$ cat src/rtl/hazard_md_if.sv
// Bus between the datapath and hazard_md_unit: register indices, write/load
// flags and mul/div strobes in; forwarding selects, stall/flush and mul/div status out.
// HAZARD_STALL_CNT_EN adds the stall_cnt output.
interface hazard_md_if #(
    parameter int unsigned REG_AW = 5,
    parameter int unsigned CNT_W  = 32
);
    logic [REG_AW-1:0] rsD;
    logic [REG_AW-1:0] rtD;
    logic [REG_AW-1:0] rsE;
    logic [REG_AW-1:0] rtE;
    logic [REG_AW-1:0] writeregE;
    logic [REG_AW-1:0] writeregM;
    logic [REG_AW-1:0] writeregW;
    logic              regwriteE;
    logic              regwriteM;
    logic              regwriteW;
    logic              memtoregE;
    logic              memtoregM;
    logic              branchD;
    logic              hilo_useD;
    logic              mdstartE;
    logic              flushall;

    logic              forwardaD;
    logic              forwardbD;
    logic [1:0]        forwardaE;
    logic [1:0]        forwardbE;
    logic              stallF;
    logic              stallD;
    logic              flushD;
    logic              flushE;
    logic              md_busy;
    logic              md_done;
    logic              md_abort;
`ifdef HAZARD_STALL_CNT_EN
    logic [CNT_W-1:0]  stall_cnt;
`endif

    // Reject degenerate widths at elaboration.
    if (REG_AW == 0 || CNT_W == 0) begin : g_bad_cfg
        $error("hazard_md_if: REG_AW and CNT_W must be non-zero");
    end

    // Datapath side.
    modport master (
`ifdef HAZARD_STALL_CNT_EN
        input  stall_cnt,
`endif
        output rsD, rtD, rsE, rtE, writeregE, writeregM, writeregW,
        output regwriteE, regwriteM, regwriteW, memtoregE, memtoregM,
        output branchD, hilo_useD, mdstartE, flushall,
        input  forwardaD, forwardbD, forwardaE, forwardbE,
        input  stallF, stallD, flushD, flushE, md_busy, md_done, md_abort
    );

    // Hazard unit side.
    modport slave (
`ifdef HAZARD_STALL_CNT_EN
        output stall_cnt,
`endif
        input  rsD, rtD, rsE, rtE, writeregE, writeregM, writeregW,
        input  regwriteE, regwriteM, regwriteW, memtoregE, memtoregM,
        input  branchD, hilo_useD, mdstartE, flushall,
        output forwardaD, forwardbD, forwardaE, forwardbE,
        output stallF, stallD, flushD, flushE, md_busy, md_done, md_abort
    );
endinterface

$ cat src/rtl/hazard_md_unit.sv
// Pipeline hazard controller: GPR forwarding, load-use/branch stalls, HI/LO
// interlock behind a mul/div latency countdown, and a pipeline-wide flush.
// Define HAZARD_STALL_CNT_EN to add a saturating stall-cycle counter (stall_cnt).
module hazard_md_unit #(
    parameter int unsigned REG_AW = 5,
    parameter int unsigned MD_LAT = 32,
    parameter int unsigned CNT_W  = 32
) (
    input  logic         clk,
    input  logic         resetn,
    hazard_md_if.slave   bus
);
    localparam int unsigned MD_CW = $clog2(MD_LAT + 1);
    localparam logic [REG_AW-1:0] ZERO_REG = '0;

    // Reject configurations the countdown cannot represent.
    if (MD_LAT < 1 || CNT_W == 0 || REG_AW == 0) begin : g_bad_cfg
        $error("hazard_md_unit: MD_LAT must be >= 1, widths non-zero");
    end

    logic [MD_CW-1:0] cnt;
    logic             md_abort_q;
    logic             md_busy_w;
    logic             lwstall;
    logic             brstall;
    logic             mdstall;
    logic             stall;
    logic             stall_d;

    assign md_busy_w = (cnt != '0);

    // GPR forwarding selects; M stage wins over W, register 0 never forwards.
    always_comb begin
        bus.forwardaD = 1'b0;
        bus.forwardbD = 1'b0;
        bus.forwardaE = 2'b00;
        bus.forwardbE = 2'b00;

        bus.forwardaD = (bus.rsD != ZERO_REG) && (bus.rsD == bus.writeregM) && bus.regwriteM;
        bus.forwardbD = (bus.rtD != ZERO_REG) && (bus.rtD == bus.writeregM) && bus.regwriteM;

        if (bus.rsE != ZERO_REG) begin
            if ((bus.rsE == bus.writeregM) && bus.regwriteM) begin
                bus.forwardaE = 2'b10;
            end else if ((bus.rsE == bus.writeregW) && bus.regwriteW) begin
                bus.forwardaE = 2'b01;
            end
        end

        if (bus.rtE != ZERO_REG) begin
            if ((bus.rtE == bus.writeregM) && bus.regwriteM) begin
                bus.forwardbE = 2'b10;
            end else if ((bus.rtE == bus.writeregW) && bus.regwriteW) begin
                bus.forwardbE = 2'b01;
            end
        end
    end

    // Stall sources and pipeline-register controls; flushall overrides stalls.
    always_comb begin
        lwstall = bus.memtoregE &&
                  ((bus.rtE == bus.rsD) || (bus.rtE == bus.rtD));
        brstall = bus.branchD &&
                  ((bus.regwriteE && ((bus.writeregE == bus.rsD) || (bus.writeregE == bus.rtD))) ||
                   (bus.memtoregM && ((bus.writeregM == bus.rsD) || (bus.writeregM == bus.rtD))));
        mdstall = bus.hilo_useD && (md_busy_w || bus.mdstartE);
        stall   = lwstall || brstall || mdstall;
        stall_d = stall && !bus.flushall;

        bus.stallF = stall_d;
        bus.stallD = stall_d;
        bus.flushE = stall || bus.flushall;
        bus.flushD = bus.flushall;
    end

    // Mul/div latency countdown; a flush during busy cancels and flags an abort.
    always_ff @(posedge clk) begin
        if (!resetn) begin
            cnt        <= '0;
            md_abort_q <= 1'b0;
        end else begin
            md_abort_q <= 1'b0;
            if (bus.mdstartE && !bus.flushall) begin
                cnt <= MD_CW'(MD_LAT);
            end else if (bus.flushall && (cnt != '0)) begin
                cnt        <= '0;
                md_abort_q <= 1'b1;
            end else if (cnt != '0) begin
                cnt <= cnt - MD_CW'(1);
            end
        end
    end

    assign bus.md_busy  = md_busy_w;
    assign bus.md_done  = (cnt == MD_CW'(1));
    assign bus.md_abort = md_abort_q;

`ifdef HAZARD_STALL_CNT_EN
    logic [CNT_W-1:0] stall_cnt_q;

    // Saturating count of cycles in which D is held.
    always_ff @(posedge clk) begin
        if (!resetn) begin
            stall_cnt_q <= '0;
        end else if (stall_d && (stall_cnt_q != '1)) begin
            stall_cnt_q <= stall_cnt_q + CNT_W'(1);
        end
    end

    assign bus.stall_cnt = stall_cnt_q;
`endif
endmodule

$ cat src/flat_wrapper.sv
// flat-port wrapper written by rule: the top's interface ports become plain ports
module hazard_md_unit_flat 
#(
    parameter int unsigned REG_AW = 5,
    parameter int unsigned MD_LAT = 32,
    parameter int unsigned CNT_W  = 32
)
  (clk, resetn, bus_rsD, bus_rtD, bus_rsE, bus_rtE, bus_writeregE, bus_writeregM, bus_writeregW, bus_regwriteE, bus_regwriteM, bus_regwriteW, bus_memtoregE, bus_memtoregM, bus_branchD, bus_hilo_useD, bus_mdstartE, bus_flushall, bus_forwardaD, bus_forwardbD, bus_forwardaE, bus_forwardbE, bus_stallF, bus_stallD, bus_flushD, bus_flushE, bus_md_busy, bus_md_done, bus_md_abort);
  hazard_md_if #(.REG_AW(REG_AW), .CNT_W(CNT_W)) bus_i ();
  input  logic clk;
  input  logic resetn;
  input wire logic [$bits(bus_i.rsD)-1:0] bus_rsD;
  input wire logic [$bits(bus_i.rtD)-1:0] bus_rtD;
  input wire logic [$bits(bus_i.rsE)-1:0] bus_rsE;
  input wire logic [$bits(bus_i.rtE)-1:0] bus_rtE;
  input wire logic [$bits(bus_i.writeregE)-1:0] bus_writeregE;
  input wire logic [$bits(bus_i.writeregM)-1:0] bus_writeregM;
  input wire logic [$bits(bus_i.writeregW)-1:0] bus_writeregW;
  input wire logic [$bits(bus_i.regwriteE)-1:0] bus_regwriteE;
  input wire logic [$bits(bus_i.regwriteM)-1:0] bus_regwriteM;
  input wire logic [$bits(bus_i.regwriteW)-1:0] bus_regwriteW;
  input wire logic [$bits(bus_i.memtoregE)-1:0] bus_memtoregE;
  input wire logic [$bits(bus_i.memtoregM)-1:0] bus_memtoregM;
  input wire logic [$bits(bus_i.branchD)-1:0] bus_branchD;
  input wire logic [$bits(bus_i.hilo_useD)-1:0] bus_hilo_useD;
  input wire logic [$bits(bus_i.mdstartE)-1:0] bus_mdstartE;
  input wire logic [$bits(bus_i.flushall)-1:0] bus_flushall;
  output wire logic [$bits(bus_i.forwardaD)-1:0] bus_forwardaD;
  output wire logic [$bits(bus_i.forwardbD)-1:0] bus_forwardbD;
  output wire logic [$bits(bus_i.forwardaE)-1:0] bus_forwardaE;
  output wire logic [$bits(bus_i.forwardbE)-1:0] bus_forwardbE;
  output wire logic [$bits(bus_i.stallF)-1:0] bus_stallF;
  output wire logic [$bits(bus_i.stallD)-1:0] bus_stallD;
  output wire logic [$bits(bus_i.flushD)-1:0] bus_flushD;
  output wire logic [$bits(bus_i.flushE)-1:0] bus_flushE;
  output wire logic [$bits(bus_i.md_busy)-1:0] bus_md_busy;
  output wire logic [$bits(bus_i.md_done)-1:0] bus_md_done;
  output wire logic [$bits(bus_i.md_abort)-1:0] bus_md_abort;
  assign bus_i.rsD = bus_rsD;
  assign bus_i.rtD = bus_rtD;
  assign bus_i.rsE = bus_rsE;
  assign bus_i.rtE = bus_rtE;
  assign bus_i.writeregE = bus_writeregE;
  assign bus_i.writeregM = bus_writeregM;
  assign bus_i.writeregW = bus_writeregW;
  assign bus_i.regwriteE = bus_regwriteE;
  assign bus_i.regwriteM = bus_regwriteM;
  assign bus_i.regwriteW = bus_regwriteW;
  assign bus_i.memtoregE = bus_memtoregE;
  assign bus_i.memtoregM = bus_memtoregM;
  assign bus_i.branchD = bus_branchD;
  assign bus_i.hilo_useD = bus_hilo_useD;
  assign bus_i.mdstartE = bus_mdstartE;
  assign bus_i.flushall = bus_flushall;
  assign bus_forwardaD = bus_i.forwardaD;
  assign bus_forwardbD = bus_i.forwardbD;
  assign bus_forwardaE = bus_i.forwardaE;
  assign bus_forwardbE = bus_i.forwardbE;
  assign bus_stallF = bus_i.stallF;
  assign bus_stallD = bus_i.stallD;
  assign bus_flushD = bus_i.flushD;
  assign bus_flushE = bus_i.flushE;
  assign bus_md_busy = bus_i.md_busy;
  assign bus_md_done = bus_i.md_done;
  assign bus_md_abort = bus_i.md_abort;
  hazard_md_unit #(.REG_AW(REG_AW), .MD_LAT(MD_LAT), .CNT_W(CNT_W)) u_core (.clk(clk), .resetn(resetn), .bus(bus_i));
endmodule
$ cat config.mk
export PLATFORM = sky130hd
export DESIGN_NAME = hazard_md_unit_flat
export DESIGN_NICKNAME = d
export VERILOG_FILES = /design/src/rtl/hazard_md_if.sv /design/src/rtl/hazard_md_unit.sv /design/src/flat_wrapper.sv
export SDC_FILE = /design/constraint.sdc
export NUM_CORES = 1
export LEC_CHECK = 0
export CAP_MARGIN = 30
export CELL_PAD_IN_SITES_DETAIL_PLACEMENT = 1
export CELL_PAD_IN_SITES_GLOBAL_PLACEMENT = 1
export CORE_MARGIN = 10
export CORE_UTILIZATION = 27
export DETAILED_ROUTE_END_ITERATION = 7
export PLACE_DENSITY = 0.89
export SKIP_CTS_REPAIR_TIMING = 1
export SYNTH_ARGS = -nofsm -noshare
export SYNTH_HDL_FRONTEND = slang
export SYNTH_SLANG_ARGS = --single-unit
$ cat constraint.sdc
create_clock -name clk -period 2.1 [get_ports clk]
set_clock_uncertainty 0.15 [all_clocks]
set_input_delay 0.42 -clock clk [delete_from_list [all_inputs] [get_ports clk]]
set_output_delay 0.42 -clock clk [all_outputs]
set_load 0.1 [all_outputs]
---- Yosys cells after proc, flatten, opt, wreduce, memory -nomap -nowiden ----
Cells that the tools add are included.
operators by class
  shift-type cells ........................ 0
  reduce and logical (&&, ||, !) cells .... 33
  equality and inequality tests ........... 13
  $add $sub $neg .......................... 1
  divide/modulo/power cells ............... 0
  magnitude comparators ................... 0
  bitwise gates (word level) .............. 1
  multipliers ............................. 0
  multiplexer cells ....................... 10
operator list
  kind                 count
  $eq 5x5->1           12
  $reduce_bool 5->1    4
  $mux 6               3
  $logic_and 1x1->1    16
  $logic_or 1x1->1     8
  $mux 2               4
  $eq 6x1->1 const B   1
  $reduce_bool 6->1    1
  $sub 6x1->6 const B  1
  $mux 1               3
  $reduce_bool 3->1    1
  $reduce_or 3->1      1
  $reduce_or 2->1      1
  $logic_not 1->1      1
  $not 1->1            1
word-level totals
  RAM bits ................................ 0
  memories kept ........................... 0
  bits in latches ......................... 0
  bits in registers ....................... 7
  bits in read-only memories .............. 0
  output and inout bits ................... 13

---- Longest topological paths before layout ----
Gate-level depths: netlist of the first run.
  word-level depth ........................ 8
  gate-level depth with buffers ........... 8

---- Worst setup path before layout of the first run ----
No wires, ideal clock.
  kind .................................... input to output
  start ................................... in bus_rtE[3]
  end ..................................... out bus_forwardbE[0]
  arrival time ............................ 2995 ps
  stages .................................. 5
  required time ........................... 1530 ps
  path slack .............................. -1465 ps
  buffers on the path ..................... 1
  cells stage by stage .................... buf_2 xor2_1 nor4_1 and3_1 nor3_1
between the ends
  cells in the longest elaborated chain, start to end .. 5
  elaborated cells on any way between the ends .. 8
ends and longest elaborated chain
  what               RTL line              text
  start, declared    flat_wrapper.sv:15    input wire logic [$bits(bus_i.rtE)-1:0] bus_rtE;
  $eq 5x5->1         hazard_md_unit.sv:53  end else if ((bus.rtE == bus.writeregW) && bus.regwriteW) begin
  $logic_and 1x1->1  hazard_md_unit.sv:53
  $mux 1             hazard_md_unit.sv:53
  $mux 2             hazard_md_unit.sv:51  if ((bus.rtE == bus.writeregM) && bus.regwriteM) begin
  $mux 2 *           hazard_md_unit.sv:50  if (bus.rtE != ZERO_REG) begin
  end, declared      flat_wrapper.sv:31    output wire logic [$bits(bus_i.forwardbE)-1:0] bus_forwardbE;
Every way passes the cells marked *; elsewhere a longest branch is shown, timed or not.

---- Final worst setup path of the first run ----
  start ................................... in bus_rtD[4]
  end ..................................... out bus_stallF
between the ends
  cells in the longest elaborated chain, start to end .. 8
  elaborated cells on any way between the ends .. 14
ends and longest elaborated chain
  what                                         RTL line                                    text
  start, declared                              flat_wrapper.sv:13                          input wire logic [$bits(bus_i.rtD)-1:0] bus_rtD;
  $eq 5x5->1, on equally long branches         hazard_md_unit.sv:64, hazard_md_unit.sv:65
  $logic_or 1x1->1, on equally long branches   hazard_md_unit.sv:64, hazard_md_unit.sv:65
  $logic_and 1x1->1, on equally long branches  hazard_md_unit.sv:64, hazard_md_unit.sv:65
  $logic_or 1x1->1                             hazard_md_unit.sv:64                        ((bus.regwriteE && ((bus.writeregE == bus.rsD) || (bus.writeregE == bus.rtD))) ||
  $logic_and 1x1->1                            hazard_md_unit.sv:63                        brstall = bus.branchD &&
  $logic_or 1x1->1 * (2 in series)             hazard_md_unit.sv:67                        stall = lwstall || brstall || mdstall;
  $logic_and 1x1->1 *                          hazard_md_unit.sv:68                        stall_d = stall && !bus.flushall;
  end, declared                                flat_wrapper.sv:32                          output wire logic [$bits(bus_i.stallF)-1:0] bus_stallF;
Marks and branches as above.

==> flow_summary.json, run 1 <==
{
  "cp_slowest_cell": "nor4_2",
  "path_class": "in -> out",
  "ff2ff_path_depth": 8,
  "path_depth": 8,
  "syn_area_per_cell_um2": 7.765,
  "cts-root-buf": "clkbuf_8",
  "ys_seq_area_frac": 0.1280,
  "dieArea_um2": 7002,
  "place_ws_ps": -811.8,
  "drt_iter0_drc": 48,
  "clock_sinks": 7,
  "drt_first_pass_iters": 4,
  "die-height_um": 83.68,
  "whs_ps": 451.6,
  "detail_route.drc_violations": 0,
  "track_usage": 0.1465,
  "max-cap-violations": 0,
  "min_path_cells": 3,
  "relSlewSlack": 0.7335,
  "syn-cell-area_um2": 1095,
  "finalMaxSlewViolations": 0,
  "grt_overflow": 0,
  "synthTopCellsByCount": "31 x xor2_1, 20 x xnor2_1, 11 x nor3_1",
  "ir_drop_v": 0.0005667,
  "cp_slowest_stage_delay_ps": 320,
  "ant_nets": 0,
  "cts_tree": "yes",
  "core_um2": 3971,
  "hold_viol_final": 0,
  "synth.area.top_cells": "xor2_1 25%, xnor2_1 16%, dfxtp_1 13%",
  "route.vias.total": 1460,
  "synth_edf_count": 0,
  "rsz0062_at_grt": "yes",
  "portBuffers": 58,
  "cp.required_ps": 1530,
  "cts_buffers": 3,
  "netlist_instances": 141,
  "clock_latency_ps": 230,
  "crit_chain": "buf_2 -> xor2_2 -> nor4_2 -> buf_4 -> nand3_2 -> and4_4 -> a21oi_4 -> buf_12",
  "cts_max_level": 1,
  "violations": "negative setup slack",
  "initial_core_util": 0.2757,
  "synth_top_cell_area_share": 0.2480,
  "synth_most_common_cell": "xor2_1",
  "hold_path_class": "reg -> reg",
  "yosysWarnings": 0,
  "cp.arrival_ps": 1880,
  "rows": 23,
  "yosys.cell_types.count": 32,
  "worst_slack_ps": -352.1,
  "routedWlPerCell_um": 21.54,
  "ios": 59,
  "endpoint_kind": "primary output",
  "grt_pass1_vias": 1689,
  "p_per_area_nw_per_um2": 851.8,
  "worstMarginPinSlew_ps": 389.6,
  "setup_viol": 9,
  "diodes": 0,
  "syn_nets": 190,
  "antenna_found_initial": 0,
  "cp_top_family": "simple AND/OR/NAND/NOR gates",
  "clockBufferDepth": 2,
  "crit_buf_inv": 3,
  "post-route-min-period_ps": 2452,
  "nets": 296,
  "leakagePower_nw": 1.128,
  "max_freq_mhz": 407.8,
  "gp_congestion": 0.8090,
  "drive_above_1_share": 0.6057,
  "synthArstFlopShare": 0,
  "path_clk_slew_ps": 40,
  "synth_ff_type": "dfxtp_1",
  "die_x_um": 83.68,
  "startpoint_type": "input port",
  "drt_wl_total_mm": 6.376,
  "min_period_over_period": 1.168,
  "status": "finished with violations",
  "ys_ff_latch": 7,
  "grt_pass1_wl_mm": 8.507,
  "avgViaCountPerCell": 4.932,
  "place_hpwl_mm": 4.819,
  "area_delta_synth_final_pct": 134.4,
  "grt_max_degree": 7,
  "worstPathMaxFanout": 3,
  "netlist.top_cell.by_area": "xor2_1"
}
-- area by class of cell --
| class | instances | area [um2] |
|---|---|---|
| Fill cell | 435 | 1405 |
| Multi-Input combinational cell | 123 | 1220 |
| Timing Repair Buffer | 108 | 1081 |
| Sequential cell | 7 | 142.6 |
| Tap cell | 50 | 62.56 |
| Clock buffer | 4 | 45.04 |
| Inverter | 4 | 15.01 |
-- final timing paths --
kind                                    start       endpoint  slack (ps)
worst max-delay path               bus_rtD[4]     bus_stallF        -350
worst max register to register  u_core.cnt[0]  u_core.cnt[1]         320
worst min-delay path            u_core.cnt[1]  u_core.cnt[1]         450
worst min register to register  u_core.cnt[1]  u_core.cnt[1]         450
-- metrics by stage --
stage / cells / instance area (um2) / util / power (W) / TNS [ps]
after floorplan: 141 / 1230 / - / 0.001258 / -2444
final: 296 / 2566 / 0.6462 / 0.002186 / -2175
after global routing: 296 / 2566 / 0.6462 / 0.002324 / -2633
after global placement: 287 / 2250 / 0.5665 / 0.001846 / -5267
after detailed placement: 287 / 2250 / 0.5665 / 0.001914 / -6063
after CTS: 291 / 2295 / 0.5778 / 0.002123 / -6085
-- metal layers --
| metal | routed length [um] | GRT usage | vias up |
|---|---|---|---|
| li1 | - | - | 690 |
| met1 | 2369 | 0.1487 | 717 |
| met2 | 3610 | 0.2969 | 45 |
| met3 | 287 | 0.02441 | 8 |
| met4 | 109 | 0.03196 | 0 |
| met5 | 0 | 0 | - |
-- worst reg2reg max path, stage by stage, from the launching register on --
cell and delay (ps):
dfxtp_2 320, inv_2 70, ha_4 130, nor3b_4 310
buf_4 190, nand3_1 70, o21ai_0 80, nand2_1 140
a211oi_1 230
-- state kept, by name, indices dropped and copies added (netlist names) --
register             count
u_core.cnt               6
u_core.bus.md_abort      1
-- power by group --
| group | switching, W | total [W] | internal [W] | leakage, nW |
|---|---|---|---|---|
| registers | 0.0000430 | 0.000227 | 0.000184 | 0.0580 |
| clock network | 0.0000548 | 0.000186 | 0.000131 | 0.0228 |
| logic | 0.00102 | 0.00177 | 0.000758 | 1.05 |
| total | 0.00111 | 0.00219 | 0.00107 | 1.13 |
-- placed cells by master, fill, tap and decap left out, types with 4 or more instances in the layout --
master	count
buf_4	38
xor2_1	22
dlymetal6s2s_1	10
buf_8	4
nor4_2	6
buf_12	12
nor2_1	5
dfxtp_1	5
xnor2_1	19
nor3_2	7
nand3_2	5
buf_6	18
nand2_1	4
clkbuf_2	15
clkdlybuf4s50_1	7
xor2_2	9
-- cell families after synthesis --
| group | after synthesis | synth area share |
|---|---|---|
| and+or+nand+nor | 54 | 0.2869 |
| xor gates and xnor gates | 51 | 0.4080 |
| AOI/OAI and AO/OA | 15 | 0.08686 |
| buffers and inverters | 11 | 0.05599 |
| DFF | 7 | 0.1280 |
| adders and majority gates | 3 | 0.03429 |
Power figures use the tool's default switching activity.
==> run 2, diff against run 1 <==
Settings changed: SKIP_CTS_REPAIR_TIMING 1 to not set.
==> run 2 against run 1 <==
  * The flow still finishes with violations (negative setup slack)
  * Hold slack better by 35 ps
  * Cell area increased by 5.9%
  * Fmax down 0.88%
  * Clock power grew 6%
  * Register-to-register slack got worse by 150 ps
==> flow_summary.json, run 2 (synthesized netlist as in run 1, its figures left out) <==
{
  "rsz0062_at_grt": "yes",
  "power_w": 0.002345,
  "min_period_over_period": 1.178,
  "drt_wl_total_mm": 7.677,
  "multi_input_area_um2": 1285,
  "worstMarginPinSlew_ps": 421.2,
  "ios": 59,
  "place_ws_ps": -811.8,
  "register_area_um2": 142.6,
  "top_register": "u_core.cnt",
  "drt_first_pass_iters": 4,
  "dieArea_um2": 7002,
  "leakagePower_nw": 1.118,
  "track_usage": 0.1849,
  "grt_pass1_wl_mm": 10.32,
  "pwr-share-clk": 0.084,
  "drive_above_1_share": 0.6364,
  "nets": 303,
  "worst_slack_ps": -373.8,
  "tns_ps": -2344,
  "rows": 23,
  "hold_viol_final": 0,
  "fin_util": 0.6840,
  "status": "finished with violations",
  "die_x_um": 83.68,
  "postPlaceCellArea_um2": 2250,
  "post-route-min-period_ps": 2474,
  "cp.arrival_ps": 1900,
  "route.vias.total": 1637,
  "max-cap-violations": 0,
  "p_sw_w": 0.001190,
  "cts_tree": "yes",
  "p_per_area_nw_per_um2": 863.3,
  "worstPathMaxFanout": 2,
  "path_clk_slew_ps": 40,
  "detail_route.drc_violations": 0,
  "place_hpwl_mm": 4.819,
  "pwr-share-comb": 0.817,
  "nFillCells": 428,
  "path_class": "reg -> out",
  "grt_max_degree": 7,
  "relSlewSlack": 0.7119,
  "final_cell_mix": "46 x buf_4, 23 x buf_6, 20 x xor2_1",
  "ant_nets": 0,
  "cp.required_ps": 1530,
  "cts_max_level": 1,
  "gp_congestion": 0.8090,
  "setup_viol": 9,
  "grt_pass1_vias": 1837,
  "power.internal_w": 0.001155,
  "largest_reg_flops": 6,
  "core_um2": 3971,
  "initial_core_util": 0.2757,
  "fin_area_um2": 2716,
  "violations": "negative setup slack",
  "mostFrequentLayoutCell": "buf_4",
  "cts-root-buf": "clkbuf_8",
  "avgViaCountPerCell": 5.385,
  "grt_overflow": 0,
  "cts_buffers": 3,
  "clockBufferDepth": 2,
  "pwr-share-seq": 0.098,
  "max_freq_mhz": 404.2,
  "area_delta_synth_final_pct": 148.1,
  "endpoint_kind": "primary output",
  "antenna_found_initial": 1,
  "clock_sinks": 7,
  "startpoint_type": "register",
  "routedWlPerCell_um": 25.25,
  "die-height_um": 83.68,
  "swShare": 0.5075,
  "clock_latency_ps": 230,
  "ir_drop_v": 0.0005345,
  "drt_iter0_drc": 71,
  "portBuffers": 58,
  "finalMaxSlewViolations": 0,
  "hold_path_class": "reg -> reg"
}
-- run 2: worst paths after layout --
| path | from | to | slack, ps | cells past startpoint |
|---|---|---|---|---|
| worst max register to register | u_core.cnt[0] | u_core.cnt[1] | 170 | 9 |
| worst min register to register | u_core.cnt[2] | u_core.cnt[2] | 490 | 2 |
| worst max-delay path | u_core.cnt[0] | bus_flushE | -370 | 8 |
| worst min-delay path | u_core.cnt[2] | u_core.cnt[2] | 490 | 2 |
-- run 2: power groups by stage --
stage | combinational [W] | clock [W] | sequential (W)
finish | 0.00192 | 0.000197 | 0.000231
global route | 0.00202 | 0.000211 | 0.000234
CTS | 0.00186 | 0.000189 | 0.000227
detailed placement | 0.00169 | 0 | 0.000229
global placement | 0.00162 | 0 | 0.000223
floorplan | 0.000976 | 0 | 0.000282
-- run 2: final cells by class --
| class | instances | share of cell area |
|---|---|---|
| diodes | 1 | 0.0009212 |
| well taps | 50 | 0.02303 |
| repair buffers | 115 | 0.4284 |
| multi-input cells | 123 | 0.4731 |
| flip-flops and latches | 7 | 0.05251 |
| clock buffers | 4 | 0.01658 |
| inverters | 4 | 0.005527 |
-- run 2: worst max-delay path: stages (launching register included) --
cell	delay, ps
dfxtp_2	320
inv_2	100
ha_4	150
nor3b_4	310
nand2_8	70
o21ai_2	120
and4_4	250
nand3b_1	140
buf_12	200
-- run 2: through the flow --
| stage | hold WS, ps | cells |
|---|---|---|
| 6_report | 486.3 | 304 |
| 5_1_grt | 516.6 | 304 |
| 4_1_cts | 449.8 | 300 |
| 3_5_place_dp | 446.4 | 287 |
| 3_3_place_gp | 426.6 | 287 |
| 2_1_floorplan | 332.1 | 141 |
-- run 2: what timing repair did --
action,CTS,global route
resized for setup,189,44
pin swaps,43,31
hold buffers,0,0
buffers inserted,9,5
setup endpoints to repair,9,11
-- run 2: per-layer routing --
metal	part of all wire	track usage	wire, um	vias up
met2	0.55	0.3603	4206	77
met5	0	0	0	-
met3	0.051	0.04102	391	29
met4	0.056	0.09741	429	0
met1	0.35	0.1725	2650	825
li1	-	-	-	706
